$ cat config.mk
export PLATFORM = sky130hd
export DESIGN_NAME = seq_ctrl_gen
export DESIGN_NICKNAME = d
export VERILOG_FILES = /design/src/rtl/seq_ctrl_gen.sv
export SDC_FILE = /design/constraint.sdc
export NUM_CORES = 1
export LEC_CHECK = 0
export CAP_MARGIN = 10
export CORE_MARGIN = 2
export CORE_UTILIZATION = 53
export CTS_BUF_LIST = sky130_fd_sc_hd__clkbuf_8
export CTS_CLUSTER_SIZE = 12
export DETAILED_ROUTE_END_ITERATION = 10
export PLACE_DENSITY_LB_ADDON = 0.05
export SLEW_MARGIN = 25
export SYNTH_ARGS = -nofsm -noshare
export SYNTH_HDL_FRONTEND = slang
export SYNTH_SLANG_ARGS = --single-unit
$ cat constraint.sdc
create_clock -name CK -period 2.3 [get_ports CK]
set_input_delay 0.345 -clock CK [delete_from_list [all_inputs] [get_ports CK]]
set_output_delay 0.345 -clock CK [all_outputs]
set_load 0.05 [all_outputs]
$ cat src/rtl/seq_ctrl_gen.sv
`timescale 1ns/1ps
`default_nettype none
// ============================================================================
// Module   : seq_ctrl_gen
// Purpose  : One-hot phase sequencer with a programmable dwell per phase.
//            Supports single-pass, loop and single-step modes, with hold and
//            abort. Every flop updates on the falling edge of CK. RST is
//            asynchronous and active-high.
// Options  : SEQ_CTRL_SCAN_EN adds a scan chain through all state flops.
//            Chain order is state, idx, cnt, dwell_r, mode_r.
// Revision : 1.0 - initial release
// ============================================================================
module seq_ctrl_gen #(
  parameter int N_PHASE = 7,
  parameter int CNT_W   = 4,
  parameter int IDX_W   = $clog2(N_PHASE)
) (
  input  logic               CK,
  input  logic               RST,
  input  logic               start,
  input  logic               abort,
  input  logic               hold,
  input  logic [1:0]         mode,
  input  logic [CNT_W-1:0]   dwell,
`ifdef SEQ_CTRL_SCAN_EN
  input  logic               scan_en,
  input  logic               scan_in,
  output logic               scan_out,
`endif
  output logic [N_PHASE-1:0] phase_out,
  output logic [IDX_W-1:0]   phase_idx,
  output logic               busy,
  output logic               done
);

  typedef enum logic [1:0] {
    IDLE      = 2'b00,
    RUN       = 2'b01,
    STEP_WAIT = 2'b10,
    DONE      = 2'b11
  } state_t;

  localparam logic [IDX_W-1:0]   LAST_IDX = IDX_W'(N_PHASE - 1);
  localparam logic [N_PHASE-1:0] ONE_HOT0 = N_PHASE'(1);
  localparam logic [1:0]         MODE_LOOP = 2'b01;
  localparam logic [1:0]         MODE_STEP = 2'b10;

  state_t           state, state_n;
  logic [IDX_W-1:0] idx, idx_n;
  logic [CNT_W-1:0] cnt, cnt_n;
  logic [CNT_W-1:0] dwell_r, dwell_n;
  logic [1:0]       mode_r, mode_n;

  // Next-state and next-datapath decode; abort wins over everything else
  always_comb begin
    state_n = state;
    idx_n   = idx;
    cnt_n   = cnt;
    dwell_n = dwell_r;
    mode_n  = mode_r;
    if (abort) begin
      state_n = IDLE;
      idx_n   = '0;
      cnt_n   = '0;
    end else begin
      case (state)
        IDLE: begin
          if (start) begin
            dwell_n = dwell;
            mode_n  = mode;
            idx_n   = '0;
            cnt_n   = dwell;
            state_n = RUN;
          end
        end
        RUN: begin
          if (!hold) begin
            if (cnt != '0) begin
              cnt_n = cnt - CNT_W'(1);
            end else if (idx != LAST_IDX) begin
              idx_n = idx + IDX_W'(1);
              cnt_n = dwell_r;
              if (mode_r == MODE_STEP) state_n = STEP_WAIT;
            end else begin
              case (mode_r)
                MODE_LOOP: begin
                  idx_n = '0;
                  cnt_n = dwell_r;
                end
                MODE_STEP: begin
                  idx_n   = '0;
                  cnt_n   = dwell_r;
                  state_n = STEP_WAIT;
                end
                default: state_n = DONE;
              endcase
            end
          end
        end
        STEP_WAIT: begin
          // Waiting with idx wrapped to 0 means the last phase has run, so
          // this start completes the sequence instead of resuming it.
          if (start) state_n = (idx == '0) ? DONE : RUN;
        end
        DONE: begin
          state_n = IDLE;
          idx_n   = '0;
          cnt_n   = '0;
        end
        default: state_n = IDLE;
      endcase
    end
  end

`ifdef SEQ_CTRL_SCAN_EN
  logic [1:0]       scan_state;
  logic [IDX_W-1:0] scan_idx;
  logic [CNT_W-1:0] scan_cnt;
  logic [CNT_W-1:0] scan_dwell;
  logic [1:0]       scan_mode;

  // Chain shifts toward mode_r[0]; scan_in enters at state[1]
  assign {scan_state, scan_idx, scan_cnt, scan_dwell, scan_mode} =
    {scan_in, state, idx, cnt, dwell_r, mode_r[1]};
  assign scan_out = mode_r[0];
`endif

  // State and datapath registers, falling-edge clocked with async reset
  always_ff @(negedge CK or posedge RST) begin
    if (RST) begin
      state   <= IDLE;
      idx     <= '0;
      cnt     <= '0;
      dwell_r <= '0;
      mode_r  <= 2'b00;
`ifdef SEQ_CTRL_SCAN_EN
    end else if (scan_en) begin
      state   <= state_t'(scan_state);
      idx     <= scan_idx;
      cnt     <= scan_cnt;
      dwell_r <= scan_dwell;
      mode_r  <= scan_mode;
`endif
    end else begin
      state   <= state_n;
      idx     <= idx_n;
      cnt     <= cnt_n;
      dwell_r <= dwell_n;
      mode_r  <= mode_n;
    end
  end

  // Outputs are decoded from registers only
  assign phase_out = (state == RUN) ? (ONE_HOT0 << idx) : '0;
  assign phase_idx = idx;
  assign busy      = (state == RUN) || (state == STEP_WAIT);
  assign done      = (state == DONE);

endmodule
`default_nettype wire

==> flow_summary.json, run 1 <==
{
  "synth_seq_cells": 15,
  "worstEndpointGrtRepair": "phase_out[4]",
  "grt_start_max_net_pins": 16,
  "status": "stopped before the end",
  "avgSynthCellArea_um2": 8.96,
  "yosysWarnings": 0,
  "die_h_um": 50.0,
  "cts_max_level": 1,
  "seq_area_frac_synth": 0.335,
  "firstError": "[ERROR DPL-0038] Utilization greater than 100%, impossible to legalize",
  "hpwl_um": 2640,
  "start_util": 0.565,
  "die_x_um": 50.0,
  "postPlaceCellArea_um2": 1730,
  "cts-buffers-inserted": 3,
  "synthFlopType": "dfrtn_1",
  "ys_types": 37,
  "syn_nets": 146,
  "syn_inst": 125,
  "clk_path_buf_depth": 2,
  "worstEpCategory": "top-level output",
  "numClockSinks": 15,
  "synthArstFlopShare": 1.00,
  "num_rows": 16,
  "stop_stage": "global routing",
  "ctsRootBufferMaster": "clkbuf_8",
  "numPortBuffers": 22,
  "gp_congestion": 0.846,
  "cts_hold_buf": 0,
  "synth_edf_count": 0,
  "syn_area_um2": 1120,
  "io_pins": 23
}
-- repair_timing --
item | 4_1_cts
pin swaps | 15
gates cloned | 0
gates resized for setup | 32
setup endpoints to repair | 27
setup buffers | 8
-- cells by family after synthesis --
| kind of cell | share of synthesized area |
|---|---|
| flip-flops | 0.335 |
| AND/OR/NAND/NOR | 0.242 |
| adder cells (fa/ha/maj) | 0.112 |
| buffers and inverters | 0.0469 |
| AO/OA/AOI/OAI | 0.203 |
| multiplexers | 0.0603 |
-- per-stage QoR --
step	setup slack [ns]	util	hold WS [ns]	std cells
after CTS	-0.608	0.970	0.465	208
after detailed placement	-0.767	0.871	0.464	196
after global placement	-0.718	0.871	0.450	196
after floorplan	-0.614	-	0.440	125
-- synthesized netlist by cell type, types with 2 or more instances --
master	count	area [um^2]
a31oi_1	2	12.5
nor2b_1	2	12.5
nor3_1	2	10.0
o21ai_0	9	45.0
nor2_1	6	22.5
clkbuf_1	3	11.3
and3_1	4	25.0
a21oi_1	7	35.0
inv_1	11	41.3
mux2_2	6	67.6
ha_1	10	125
nand2_1	14	52.6
a22oi_1	2	15.0
dfrtn_1	15	375
nand2b_1	3	18.8
o21bai_1	2	15.0
nor3b_1	4	30.0
and2_1	4	25.0
==> run 2: changes to the inputs <==
==> config.mk (replaced) <==
export PLATFORM = sky130hd
export DESIGN_NAME = seq_ctrl_gen
export DESIGN_NICKNAME = d
export VERILOG_FILES = /design/src/rtl/seq_ctrl_gen.sv
export SDC_FILE = /design/constraint.sdc
export NUM_CORES = 1
export LEC_CHECK = 0
export CAP_MARGIN = 10
export CORE_AREA = 2 2 63 65
export DETAILED_ROUTE_END_ITERATION = 10
export DIE_AREA = 0 0 65 67
export PLACE_DENSITY_LB_ADDON = 0.15
export SLEW_MARGIN = 25
export SYNTH_ARGS = -nofsm -noshare
export SYNTH_HDL_FRONTEND = slang
export SYNTH_SLANG_ARGS = --single-unit
==> run 2 against run 1 <==
  * The flow now finishes, with violations (negative setup slack)
  * Area after synthesis unchanged
  * Synthesized cell count unchanged
==> flow_summary.json, run 2 <==
{
  "drc": 0,
  "syn_area_um2": 1120,
  "cap_violations": 0,
  "final_common_cell": "buf_4",
  "vias_per_cell": 4.93,
  "cp_num_buf_inv": 1,
  "synth_edf_count": 0,
  "final_cell_area_um2": 1960,
  "yosys.area.top_type_share": 0.335,
  "coreArea_um2": 3610,
  "routedWlPerCell_um": 12.9,
  "num-nets-final": 203,
  "synthFlopType": "dfrtn_1",
  "cts-buffers-inserted": 3,
  "cts_tree": "done",
  "hold_path.class": "reg -> reg",
  "firstDrtPassIters": 4,
  "crit_type": "reg -> out",
  "rsz0062_at_grt": "true",
  "finalWirelength_um": 2960,
  "cts_hold_buf": 0,
  "final_cell_mix": "buf_4 (27), dfrtn_1 (15), nand2_1 (14)",
  "avgSynthCellArea_um2": 8.96,
  "ys_types": 37,
  "place_inst": 218,
  "cts_max_level": 1,
  "numClockSinks": 15,
  "hpwl_um": 2290,
  "ctsRootBufferMaster": "clkbuf_8",
  "yosysWarnings": 0,
  "setup_viol": 14,
  "final_cell_count_no_fill": 229,
  "hold_slack_ns": 0.457,
  "ys_top_cells_by_count": "dfrtn_1 (15), nand2_1 (14), inv_1 (11)",
  "irDropWorstVdd_uv": 622,
  "ant_nets": 0,
  "status": "finished, violations left",
  "worstMarginPinSlew_ns": 0.317,
  "clk_pin_slew_ns": 0.05,
  "crit_required_ns": 1.96,
  "grt_use_total": 0.152,
  "vias": 1129,
  "p_leak_nw": 0.867,
  "syn_inst": 125,
  "die_x_um": 65,
  "drv_slew": 0,
  "synthArstFlopShare": 1.00,
  "start_util": 0.311,
  "drive_gt1_frac": 0.470,
  "violations": "negative setup slack",
  "num_rows": 22,
  "grt_pass1_wl_um": 5220,
  "numPortBuffers": 22,
  "grt_pass1_vias": 1148,
  "yosys.area.top_type": "dfrtn_1",
  "clk_path_buf_depth": 2,
  "synth_seq_cells": 15,
  "cp-start-kind": "flop",
  "dp_slack_ns": -0.721,
  "die_h_um": 67,
  "syn2layout_area_growth_pct": 75.3,
  "crit_chain": "ha_4, nor2b_4, nor3b_4, buf_12",
  "postPlaceCellArea_um2": 1770,
  "syn_nets": 146,
  "slew_headroom": 0.788,
  "antenna_found_initial": 0,
  "hold_viol": 0,
  "grt_start_max_net_pins": 16,
  "grt-ovfl-total": 0,
  "synth_most_common_cell": "dfrtn_1",
  "finalPower_w": 0.00212,
  "cp_max_fo": 4,
  "cp_top_family": "flip-flops",
  "clock_skew_ns": 0.00477,
  "gp_congestion": 0.826,
  "die_area_um2": 4360,
  "synthTopCellsByArea": "dfrtn_1 (34%), ha_1 (11%), mux2_2 (6.0%)",
  "insertion_delay_ns": 0.26,
  "cpPeakStageDelay_ns": 0.44,
  "drt_iter0_markers": 40,
  "seq_area_frac_synth": 0.335,
  "crit_slowest_cell": "dfrtn_1",
  "rrSetupSlack_ns": 0.11,
  "n_antenna_cell": 0,
  "power.density_nw_per_um2": 1080,
  "layout_setup_ws_ns": -0.598,
  "io_pins": 23,
  "crit_path_end_kind": "output pin",
  "crit_arrival_ns": 2.55
}
==> run 2: cell counts after synthesis <==
No cell type changed its count.
==> run 2: repair_timing <==
action,CTS,global route
endpoints found under the setup margin,27,20
pin swaps,7,5
setup buffers,6,4
gates resized for setup,29,10
==> run 2: power breakdown <==
group | total (W) | internal (W) | switching (W)
Combinational | 0.00143 | 0.000741 | 0.000687
Sequential | 0.000477 | 0.000376 | 0.000101
Clock | 0.000210 | 0.000122 | 0.0000878
==> run 2: final timing paths <==
kind | endpoint | from | depth (start not counted)
min | dwell_r[1]$_DFFE_NP0P_ | dwell_r[1]$_DFFE_NP0P_ | 1
max in group asynchronous | cnt[1]$_DFFE_NP0P_ | RST | 3
min reg2reg | dwell_r[1]$_DFFE_NP0P_ | dwell_r[1]$_DFFE_NP0P_ | 1
max | phase_out[4] | state[0]$_DFFE_NP0P_ | 4
min in group asynchronous | state[0]$_DFFE_NP0P_ | RST | 3
max reg2reg | cnt[2]$_DFFE_NP0P_ | state[0]$_DFFE_NP0P_ | 10
==> run 2: per-stage QoR <==
stage	utilization	setup TNS, ns
after floorplan	-	-4.90
after global placement	0.491	-11.94
after detailed placement	0.491	-12.19
after CTS	0.537	-6.09
after global routing	0.544	-6.56
final	0.544	-5.84
==> run 2: logic make-up (layout without fill, tap and decap cells) <==
group	count (synthesis)	after routing	share of synthesized area
AOI/OAI and AO/OA	33	33	0.203
buffers and inverters	14	70	0.0469
and+or+nand+nor	47	47	0.242
DFF	15	15	0.335
adders and majority gates	10	10	0.112
muxes	6	6	0.0603
==> run 2: cell type report <==
type,instances,area [um^2]
Multi-Input combinational cell,96,822
Clock buffer,4,45.0
Tap cell,48,60.1
Sequential cell,15,375
Timing Repair Buffer,55,617
Inverter,11,43.8
Fill cell,325,1640
==> run 2: per-layer routing <==
metal / vias up / track usage / wire [um]
li1: 558 / - / -
met1: 540 / 0.183 / 1320
met2: 31 / 0.282 / 1520
met3: 0 / 0.0372 / 122
met4: 0 / 0.0160 / 0
met5: - / 0 / 0
No activity file was read; power rests on OpenSTA's default activity.
==> run 3: changes to the inputs <==
--- a/config.mk
+++ b/config.mk
@@ -10,7 +10,7 @@
 export DETAILED_ROUTE_END_ITERATION = 10
 export DIE_AREA = 0 0 65 67
 export PLACE_DENSITY_LB_ADDON = 0.15
-export SLEW_MARGIN = 25
+export SLEW_MARGIN = 20
 export SYNTH_ARGS = -nofsm -noshare
 export SYNTH_HDL_FRONTEND = slang
 export SYNTH_SLANG_ARGS = --single-unit
==> results of run 3 <==
Final layout, timing and power as in run 2 (identical DEF).
